`config.mk`:
```
export PLATFORM = sky130hd
export DESIGN_NAME = neuron_mac
export DESIGN_NICKNAME = d
export VERILOG_FILES = /design/src/rtl/neuron_mac.sv
export SDC_FILE = /design/constraint.sdc
export NUM_CORES = 1
export LEC_CHECK = 0
export ABC_AREA = 1
export CELL_PAD_IN_SITES_DETAIL_PLACEMENT = 1
export CELL_PAD_IN_SITES_GLOBAL_PLACEMENT = 2
export CORE_ASPECT_RATIO = 1.2
export CORE_MARGIN = 10
export CORE_UTILIZATION = 40
export DETAILED_ROUTE_END_ITERATION = 10
export GPL_TIMING_DRIVEN = 0
export PLACE_DENSITY_LB_ADDON = 0.1
export SYNTH_ARGS = -nofsm -noshare
export SYNTH_HDL_FRONTEND = slang
export SYNTH_SLANG_ARGS = --single-unit
```
`constraint.sdc`:
```
create_clock -name clk -period 13.5 [get_ports clk]
set_input_delay 2.025 -clock clk [delete_from_list [all_inputs] [get_ports clk]]
set_output_delay 2.025 -clock clk [all_outputs]
set_load 0.01 [all_outputs]
```
`src/rtl/neuron_mac.sv`:
```
// Single-neuron multiply-accumulate: streams inputs against a weight memory,
// accumulates with saturation, then adds bias and applies ReLU per frame.
module neuron_mac #(
   parameter int numWeight    = 30,
   parameter int dataWidth    = 16,
   parameter int fracBits     = 12,
   parameter int addressWidth = $clog2(numWeight)
) (
   input  logic                    clk,
   input  logic                    rst,
   input  logic [dataWidth-1:0]    myinput,
   input  logic                    myinputValid,
   output logic                    myinputReady,
   output logic                    ren,
   output logic [addressWidth-1:0] radd,
   input  logic [dataWidth-1:0]    wout,
   input  logic [dataWidth-1:0]    bias,
   output logic [dataWidth-1:0]    out,
   output logic                    outvalid
);

   localparam int AccW = 2 * dataWidth;
   localparam logic signed [AccW-1:0] AccMax = {1'b0, {(AccW-1){1'b1}}};
   localparam logic signed [AccW-1:0] AccMin = {1'b1, {(AccW-1){1'b0}}};
   localparam logic signed [AccW-1:0] OutMaxWide =
      {{(AccW-dataWidth+1){1'b0}}, {(dataWidth-1){1'b1}}};
   localparam logic [addressWidth-1:0] LastAddr = addressWidth'(numWeight - 1);

   typedef enum logic {ACCUM, DRAIN} state_t;

   function automatic logic signed [AccW-1:0] sat_add(
      input logic signed [AccW-1:0] a,
      input logic signed [AccW-1:0] b
   );
      logic signed [AccW:0] sum;
      sum = $signed({a[AccW-1], a}) + $signed({b[AccW-1], b});
      if (sum[AccW] != sum[AccW-1]) begin
         return sum[AccW] ? AccMin : AccMax;
      end
      return sum[AccW-1:0];
   endfunction

   function automatic logic [dataWidth-1:0] relu_sat(input logic signed [AccW-1:0] s);
      logic signed [AccW-1:0] sh;
      sh = s >>> fracBits;
      if (s[AccW-1]) begin
         return '0;
      end
      if (sh > OutMaxWide) begin
         return OutMaxWide[dataWidth-1:0];
      end
      return sh[dataWidth-1:0];
   endfunction

   state_t                   state_q, state_d;
   logic [addressWidth-1:0]  cnt_q, cnt_d;
   logic [1:0]               drain_q, drain_d;
   logic signed [dataWidth-1:0] in_p1_q, in_p1_d;
   logic                     vld_p1_q, vld_p1_d;
   logic signed [AccW-1:0]   prod_p2_q, prod_p2_d;
   logic                     vld_p2_q, vld_p2_d;
   logic signed [AccW-1:0]   acc_q, acc_d;
   logic [dataWidth-1:0]     out_q, out_d;
   logic                     outvalid_q, outvalid_d;

   logic                     accept;
   logic signed [dataWidth-1:0] wout_s;
   logic signed [AccW-1:0]   bias_ext;
   logic signed [AccW-1:0]   bias_sh;

   assign wout_s       = wout;
   assign bias_ext     = {{dataWidth{bias[dataWidth-1]}}, bias};
   assign bias_sh      = bias_ext <<< fracBits;
   assign myinputReady = (state_q == ACCUM);
   assign accept       = myinputValid & myinputReady;
   assign ren          = accept;
   assign radd         = cnt_q;
   assign out          = out_q;
   assign outvalid     = outvalid_q;

   always_comb begin
      state_d    = state_q;
      cnt_d      = cnt_q;
      drain_d    = drain_q;
      acc_d      = acc_q;
      out_d      = out_q;
      outvalid_d = 1'b0;

      // p1: capture accepted activation; weight arrives one cycle later
      in_p1_d  = myinput;
      vld_p1_d = accept;

      // p2: full-precision product
      prod_p2_d = in_p1_q * wout_s;
      vld_p2_d  = vld_p1_q;

      // accumulate stage
      if (vld_p2_q) begin
         acc_d = sat_add(acc_q, prod_p2_q);
      end

      case (state_q)
         ACCUM: begin
            if (accept) begin
               if (cnt_q == LastAddr) begin
                  cnt_d   = '0;
                  drain_d = '0;
                  state_d = DRAIN;
               end else begin
                  cnt_d = cnt_q + addressWidth'(1);
               end
            end
         end
         DRAIN: begin
            // Three drain cycles let the last product clear p1, p2 and acc.
            if (drain_q == 2'd2) begin
               out_d      = relu_sat(sat_add(acc_q, bias_sh));
               outvalid_d = 1'b1;
               acc_d      = '0;
               state_d    = ACCUM;
            end else begin
               drain_d = drain_q + 2'd1;
            end
         end
         default: state_d = ACCUM;
      endcase
   end

   always_ff @(posedge clk) begin
      if (rst) begin
         state_q    <= ACCUM;
         cnt_q      <= '0;
         drain_q    <= '0;
         vld_p1_q   <= 1'b0;
         vld_p2_q   <= 1'b0;
         acc_q      <= '0;
         out_q      <= '0;
         outvalid_q <= 1'b0;
      end else begin
         state_q    <= state_d;
         cnt_q      <= cnt_d;
         drain_q    <= drain_d;
         vld_p1_q   <= vld_p1_d;
         vld_p2_q   <= vld_p2_d;
         acc_q      <= acc_d;
         out_q      <= out_d;
         outvalid_q <= outvalid_d;
      end
   end

   always_ff @(posedge clk) begin
      in_p1_q   <= in_p1_d;
      prod_p2_q <= prod_p2_d;
   end

endmodule

```
==> impl_summary.log, run 1 <==
INFO  metric status = finished, final reports clean
INFO  metric sequence_of_cells_on_the_critical_path = clkdlybuf4s50_1, inv_1, buf_1, nor2_1, fa_1, fa_1, fa_1, fa_1, fa_1, inv_1, fa_1, inv_1, ha_1, nand2_1, nor2_1, and3_1, nand4_1, nand3_1, nand2_1, o211ai_1, nand2_1, nand3b_1, nand2_1
INFO  metric post_synthesis_cell_count = 2329
INFO  metric tritoncts = built
INFO  metric detail_route.wirelength = 53000 microns
INFO  metric crit_slowest_cell = sky130_fd_sc_hd__buf_1
INFO  metric drtIter0Drc = 653
INFO  metric layout_commonest_cell = sky130_fd_sc_hd__nand2_1
INFO  metric io-pin-count = 75
INFO  metric via_count = 14.3k
INFO  metric total_inserted_antenna_cells = 0
INFO  metric netlist_top_cells_area = sky130_fd_sc_hd__fa_1, sky130_fd_sc_hd__nand2_1, sky130_fd_sc_hd__inv_1
INFO  metric clock-sinks = 107
INFO  metric root_buffer = sky130_fd_sc_hd__clkbuf_16
INFO  metric cts-resized-gates = 0
INFO  metric design.final.nets = 2852
INFO  metric antenna_found_initial = 0
INFO  metric cts_buffers = 9
INFO  metric timing.final.setup_violations = 0
INFO  metric tightestPinTransition = 1.21 ns
INFO  metric grt_usage = 20.9%
INFO  metric slew_viol_final = 0
INFO  metric synthDistinctLibCells = 43
INFO  metric maxClockFrequency = 123 MHz
INFO  metric finalHoldViolations = 0
INFO  metric chipHeight = 246 microns
INFO  metric grt_pass1_vias = between 15k and 20k
INFO  metric fin_crit = 8.15 ns
INFO  metric yosysWarningCount = 0
INFO  metric die_w = about 210 microns
INFO  metric postSynthNetCount = roughly 2.8k
INFO  metric rsz0062_at_grt = false
INFO  metric criticalPathCategory = input pin to flop
INFO  metric grt_first_pass_wirelength = 85000 microns
INFO  metric crit_path_end_kind = flop
INFO  metric period_utilization_post_route = 60.4%
INFO  metric drtAntennaViolNets = 0
INFO  metric cap_violations = 0
INFO  metric layout-drive-gt1-share = 3.54%
INFO  metric buffer_ports.inserted = between 50 and 60
INFO  metric cp_arrival = roughly 8.4 ns
INFO  metric design.die.area = around 51000 sq um
INFO  metric cts-root-to-sink-buffers = 2
INFO  metric cp.buffers_inverters = 5
INFO  metric dr.pass1.iters = 5
INFO  metric totalNegativeSetupSlack = 0 ns
INFO  metric syn-mean-instance-area = ~7.3 sq um
INFO  metric hpwlAfterDp = around 46000 microns
INFO  metric rows = between 80 and 90
INFO  metric critical_path_peak_fanout = 10
INFO  metric post-cts-setup-buffers = 0
INFO  metric pin_count_of_the_biggest_net_entering_global_routing = 20
INFO  metric post_drt_via_cell_ratio = 4.84
INFO  metric area.growth.synth_to_final = 9.05%
INFO  metric cts.hold.buffers_added = 0
INFO  metric start_util = 40.7%
INFO  metric cell_area_after_synthesis = 17100 sq um
INFO  metric worstSetupStartpointType = input pin
INFO  metric hp-start = vld_p1_q
INFO  metric worst_hold_path_type = flop to flop
INFO  metric critical_path.max_stage_delay = between 0.5 and 0.6 ns
INFO  metric grt_overflow_total = 0
INFO  metric cpLargestDelayFamily = adder cells
INFO  metric most_frequent_cells_in_the_layout = sky130_fd_sc_hd__nand2_1, sky130_fd_sc_hd__inv_1, sky130_fd_sc_hd__fa_1
INFO  metric worst_skew_pair.late_latency = 0.39 ns
INFO  metric cts.reportedPaths.clkPinSlew = approximately 0.080 ns
INFO  metric synth_seq_area_share = 12.5%
INFO  metric cts_max_level = 3
INFO  metric max_slew_margin = 19.4%
INFO  metric critical_path.reg2reg.startpoint = in_p1_q[15]
INFO  metric finalClockSkew = 0.0110 ns
INFO  metric core = 42000 sq um
INFO  metric cp-startpoint = wout[15]
INFO  metric routedWlPerCell = around 18 microns
INFO  metric yosys_register_bits = 107
INFO  metric post-synth-top-area-fraction = 30.9%
INFO  metric cp_common_cell = sky130_fd_sc_hd__fa_1
INFO  metric gp_routability_congestion = 0.905
INFO  metric drc_violations = 0
INFO  metric required = 13.78 ns
INFO  metric synth_top_cell_by_area = sky130_fd_sc_hd__fa_1
[routing by layer]
layer,share of wire (%),wire (microns),global-route usage (%),vias to the layer above
met5,0,0,0,-
met4,3.3,1730,7.50,0
met3,2.0,1050,1.90,66
met2,51,27100,38.3,170
met1,44,23100,24.9,7029
li1,-,-,-,7005
[worst reg2reg max path, stage by stage, from the launching register on]
cell and delay (ns):
sky130_fd_sc_hd__dfxtp_1 0.52, sky130_fd_sc_hd__clkbuf_1 0.57, sky130_fd_sc_hd__nand2_1 0.21, sky130_fd_sc_hd__inv_1 0.17, sky130_fd_sc_hd__fa_1 0.52, sky130_fd_sc_hd__fa_1 0.87
sky130_fd_sc_hd__fa_1 0.53, sky130_fd_sc_hd__fa_1 0.47, sky130_fd_sc_hd__fa_1 0.55, sky130_fd_sc_hd__inv_1 0.06, sky130_fd_sc_hd__fa_1 0.53, sky130_fd_sc_hd__inv_1 0.04
sky130_fd_sc_hd__ha_1 0.37, sky130_fd_sc_hd__nand2_1 0.13, sky130_fd_sc_hd__nor2_1 0.16, sky130_fd_sc_hd__and3_1 0.21, sky130_fd_sc_hd__nand4_1 0.11, sky130_fd_sc_hd__nand3_1 0.23
sky130_fd_sc_hd__nand2_1 0.09, sky130_fd_sc_hd__o211ai_1 0.18, sky130_fd_sc_hd__nand2_1 0.12, sky130_fd_sc_hd__nand3b_1 0.10, sky130_fd_sc_hd__nand2_1 0.07
[worst paths after layout]
kind / to / slack, ns / cells past startpoint
min reg2reg: vld_p2_q / 0.42 / 2
max: prod_p2_q[31] / 5.35 / 23
max reg2reg: prod_p2_q[31] / 6.58 / 22
min: vld_p2_q / 0.42 / 2
[sequential cells by signal (all words and copies together), names as in the netlist]
name and cells:
vld_p2_q 1, drain_q 2, prod_p2_q 32, outvalid 1, in_p1_q 16, acc_q 32
out 16, state_q 1, vld_p1_q 1, radd 5
[cell families after synthesis]
| logic type | after synthesis | synth area share [%] |
|---|---|---|
| and+or+nand+nor | 868 | 20.5 |
| buffers and inverters | 665 | 14.9 |
| adders and majority gates | 403 | 41.1 |
| AOI/OAI and AO/OA | 227 | 7.94 |
| DFF | 107 | 12.5 |
| xor gates and xnor gates | 59 | 3.02 |
[final cells by class]
class	instances	area [sq um]
inverter	589	2210
timing repair buffer	58	581
clock buffer	9	225
fill	5323	23300
multi-input combinational	1557	12400
tap	546	683
sequential	107	2140
buffer	76	337
clock inverter	7	57.6
[metrics by stage]
stage	worst slack (ns)	std cells	cell area (sq um)	hold WS (ns)	utilization, %
4_1_cts	5.30	2949	18600	0.433	44.4
2_1_floorplan	6.16	2329	17100	0.388	-
3_5_place_dp	4.88	2933	18400	0.427	43.7
6_report	5.35	2949	18600	0.423	44.4
5_1_grt	4.96	2949	18600	0.463	44.4
3_3_place_gp	5.02	2933	18400	0.428	43.7
[cell usage after synthesis (all sizes together)]
cell type	instances
a21boi	5
a21o	5
a21oi	118
a22oi	1
a31oi	3
and2	2
and3	3
buf	10
clkbuf	66
dfxtp	107
fa	264
ha	139
inv	589
nand2	608
nand3	80
nand3b	3
nand4	15
nor2	139
nor3	6
nor3b	1
nor4	1
o211a	1
o211ai	4
o21a	8
o21ai	74
o21bai	8
or2	10
xnor2	22
xor2	37
Power of run 1 is left out: the tool's default activity adds up to more than one toggle a clock period on the data nets, which glitch-free logic cannot reach.
==> run 2, diff against run 1 <==
--- a/config.mk
+++ b/config.mk
@@ -10,7 +10,7 @@
 export CELL_PAD_IN_SITES_GLOBAL_PLACEMENT = 2
 export CORE_ASPECT_RATIO = 1.2
 export CORE_MARGIN = 10
-export CORE_UTILIZATION = 40
+export CORE_UTILIZATION = 37
 export DETAILED_ROUTE_END_ITERATION = 10
 export GPL_TIMING_DRIVEN = 0
 export PLACE_DENSITY_LB_ADDON = 0.1
==> constraint.sdc (replaced) <==
create_clock -name clk -period 8.05 [get_ports clk]
set_input_delay 1.2075 -clock clk [delete_from_list [all_inputs] [get_ports clk]]
set_output_delay 1.2075 -clock clk [all_outputs]
set_load 0.01 [all_outputs]
==> run 2 against run 1 <==
Against the previous run:
- sequential cell count did not move
- critical endpoint is now prod_p2_q[29]
- non-clock buffer count unchanged
- worst setup slack worse by 4.6 ns
- die area grew 7.4%
- register-to-register slack got worse by 5.4 ns
==> impl_summary.log, run 2 (synthesis results as in run 1) <==
INFO  metric biggestRegsByFlops = acc_q: 32 flops, prod_p2_q: 32 flops (unchanged)
INFO  metric hpwlAfterDp = 47000 microns (was 46400 microns)
INFO  metric drtIter0Drc = 571 (was 653)
INFO  metric post-cts-setup-buffers = 0 (unchanged)
INFO  metric gp_routability_congestion = 0.893 (was 0.905)
INFO  metric design.final.nets = 2852 (unchanged)
INFO  metric rsz0062_at_grt = false (unchanged)
INFO  metric die_w = 216 microns (was 209 microns)
INFO  metric critical_path_peak_fanout = 10 (unchanged)
INFO  metric cts_max_level = 3 (unchanged)
INFO  metric most_frequent_cells_in_the_layout = sky130_fd_sc_hd__nand2_1, sky130_fd_sc_hd__inv_1, sky130_fd_sc_hd__fa_1 (unchanged)
INFO  metric grt_pass1_vias = 15.9k (was 15.8k)
INFO  metric tightestPinTransition = 1.27 ns (was 1.21 ns)
INFO  metric tritoncts = built (unchanged)
INFO  metric drtAntennaViolNets = 0 (unchanged)
INFO  metric worstSetupStartpointType = input pin (unchanged)
INFO  metric detail_route.wirelength = 53600 microns (was 53000 microns)
INFO  metric io-pin-count = 75 (unchanged)
INFO  metric routedWlPerCell = 17.8 microns (was 18.0 microns)
INFO  metric cts_buffers = 9 (unchanged)
INFO  metric totalNegativeSetupSlack = 0 ns (unchanged)
INFO  metric worst_hold_path_type = flop to flop (unchanged)
INFO  metric total_inserted_antenna_cells = 0 (unchanged)
INFO  metric finalHoldViolations = 0 (unchanged)
INFO  metric core = 45800 sq um (was 42000 sq um)
INFO  metric antenna_found_initial = 0 (unchanged)
INFO  metric maxClockFrequency = 137 MHz
INFO  metric layout_commonest_cell = sky130_fd_sc_hd__nand2_1 (unchanged)
INFO  metric status = finished, final reports clean (unchanged)
INFO  metric via_count = 14.2k (was 14.3k)
INFO  metric cp_arrival = 7.65 ns (was 8.43 ns)
INFO  metric required = 8.40 ns (was 13.78 ns)
INFO  metric start_util = 37.3% (was 40.7%)
INFO  metric filler_cell_count = 5880 (was 5323)
INFO  metric criticalPathCategory = input pin to flop (unchanged)
INFO  metric rows = 86 (was 82)
INFO  metric crit_path_end_kind = flop (unchanged)
INFO  metric grt_overflow_total = 0 (unchanged)
INFO  metric cts.reportedPaths.clkPinSlew = 0.09 ns (was 0.08 ns)
INFO  metric chipHeight = 255 microns (was 246 microns)
INFO  metric worst_skew_pair.late_latency = 0.40 ns (was 0.39 ns)
INFO  metric slew_viol_final = 0 (unchanged)
INFO  metric pin_count_of_the_biggest_net_entering_global_routing = 19 (was 20)
INFO  metric buffer_ports.inserted = 58 (unchanged)
INFO  metric max_slew_margin = 15.0% (was 19.4%)
INFO  metric grt_first_pass_wirelength = 85900 microns (was 85000 microns)
INFO  metric cts.hold.buffers_added = 0 (unchanged)
INFO  metric fin_crit = about 7.3 ns
INFO  metric finalClockSkew = 0.0169 ns (was 0.0110 ns)
INFO  metric grt_usage = 19.8% (was 20.9%)
INFO  metric root_buffer = sky130_fd_sc_hd__clkbuf_16 (unchanged)
INFO  metric cts-root-to-sink-buffers = 2 (unchanged)
INFO  metric cts-resized-gates = 0 (unchanged)
INFO  metric area.growth.synth_to_final = 9.58% (was 9.05%)
INFO  metric period_utilization_post_route = 90.7%
INFO  metric timing.final.setup_violations = 0 (unchanged)
INFO  metric dr.pass1.iters = 5 (unchanged)
INFO  metric clock-sinks = 107 (unchanged)
INFO  metric layout-drive-gt1-share = 3.54% (unchanged)
INFO  metric drc_violations = 0 (unchanged)
INFO  metric cap_violations = 0 (unchanged)
INFO  metric design.die.area = 55200 sq um (was 51400 sq um)
INFO  metric post_drt_via_cell_ratio = 4.70 (was 4.84)
## run 2: cell types whose count changed in the layout (fill, tap and decap cells not counted)
cell,before,now
sky130_fd_sc_hd__clkinvlp_4,0,3
sky130_fd_sc_hd__clkinv_4,3,0
sky130_fd_sc_hd__inv_6,3,1
sky130_fd_sc_hd__inv_8,0,1
sky130_fd_sc_hd__clkbuf_8,0,1
## run 2: stage by stage
| step | utilization, % | worst slack [ns] | cell area, sq um | instances | hold slack, ns |
|---|---|---|---|---|---|
| floorplan | - | 1.53 | 17100 | 2329 | 0.388 |
| global placement | 40.2 | 0.311 | 18400 | 3003 | 0.425 |
| detailed placement | 40.2 | 0.231 | 18400 | 3003 | 0.433 |
| CTS | 40.9 | 0.657 | 18700 | 3019 | 0.447 |
| global route | 40.9 | 0.290 | 18700 | 3019 | 0.477 |
| finish | 40.9 | 0.748 | 18700 | 3019 | 0.442 |
## run 2: path summary, 6_finish.rpt
path	startpoint	end	slack, ns	depth (start not counted)
setup / recovery	wout[6]	prod_p2_q[29]	0.75	24
hold / removal	vld_p1_q	vld_p2_q	0.44	2
setup reg to reg	in_p1_q[15]	prod_p2_q[29]	1.20	23
hold reg to reg	vld_p1_q	vld_p2_q	0.44	2
## run 2: per-layer routing
metal	vias up	routed length, microns	track usage (%)
met5	-	0	0
met4	0	1360	5.81
met3	38	1010	2.26
met2	127	28100	36.7
met1	7017	23200	23.2
li1	7002	-	-
## run 2: critical path, cell delays in order
cell and delay, ns:
sky130_fd_sc_hd__clkbuf_1 0.39, sky130_fd_sc_hd__clkbuf_1 0.55, sky130_fd_sc_hd__nand2_1 0.12, sky130_fd_sc_hd__inv_1 0.11
sky130_fd_sc_hd__fa_1 0.45, sky130_fd_sc_hd__fa_1 0.86, sky130_fd_sc_hd__fa_1 0.52, sky130_fd_sc_hd__fa_1 0.48
sky130_fd_sc_hd__fa_1 0.55, sky130_fd_sc_hd__inv_1 0.05, sky130_fd_sc_hd__fa_1 0.53, sky130_fd_sc_hd__inv_1 0.04
sky130_fd_sc_hd__ha_1 0.36, sky130_fd_sc_hd__nand2_1 0.13, sky130_fd_sc_hd__nor2_1 0.17, sky130_fd_sc_hd__and3_1 0.21
sky130_fd_sc_hd__nand4_1 0.12, sky130_fd_sc_hd__nand3_1 0.20, sky130_fd_sc_hd__nand2_1 0.08, sky130_fd_sc_hd__o211ai_1 0.18
sky130_fd_sc_hd__nand2_1 0.14, sky130_fd_sc_hd__nand2_1 0.08, sky130_fd_sc_hd__nand2_1 0.06, sky130_fd_sc_hd__nand2_1 0.05
## run 2: layout make-up
cell class / instances / area [sq um] / area share (%)
flip-flops and latches: 107 / 2140 / 11.4
clock buffers: 10 / 239 / 1.28
multi-input cells: 1557 / 12400 / 66.2
clock inverters: 6 / 47.5 / 0.254
plain buffers: 76 / 337 / 1.80
repair buffers: 58 / 581 / 3.10
well taps: 616 / 771 / 4.11
inverters: 589 / 2210 / 11.8
Power of run 2 is left out for the same reason.
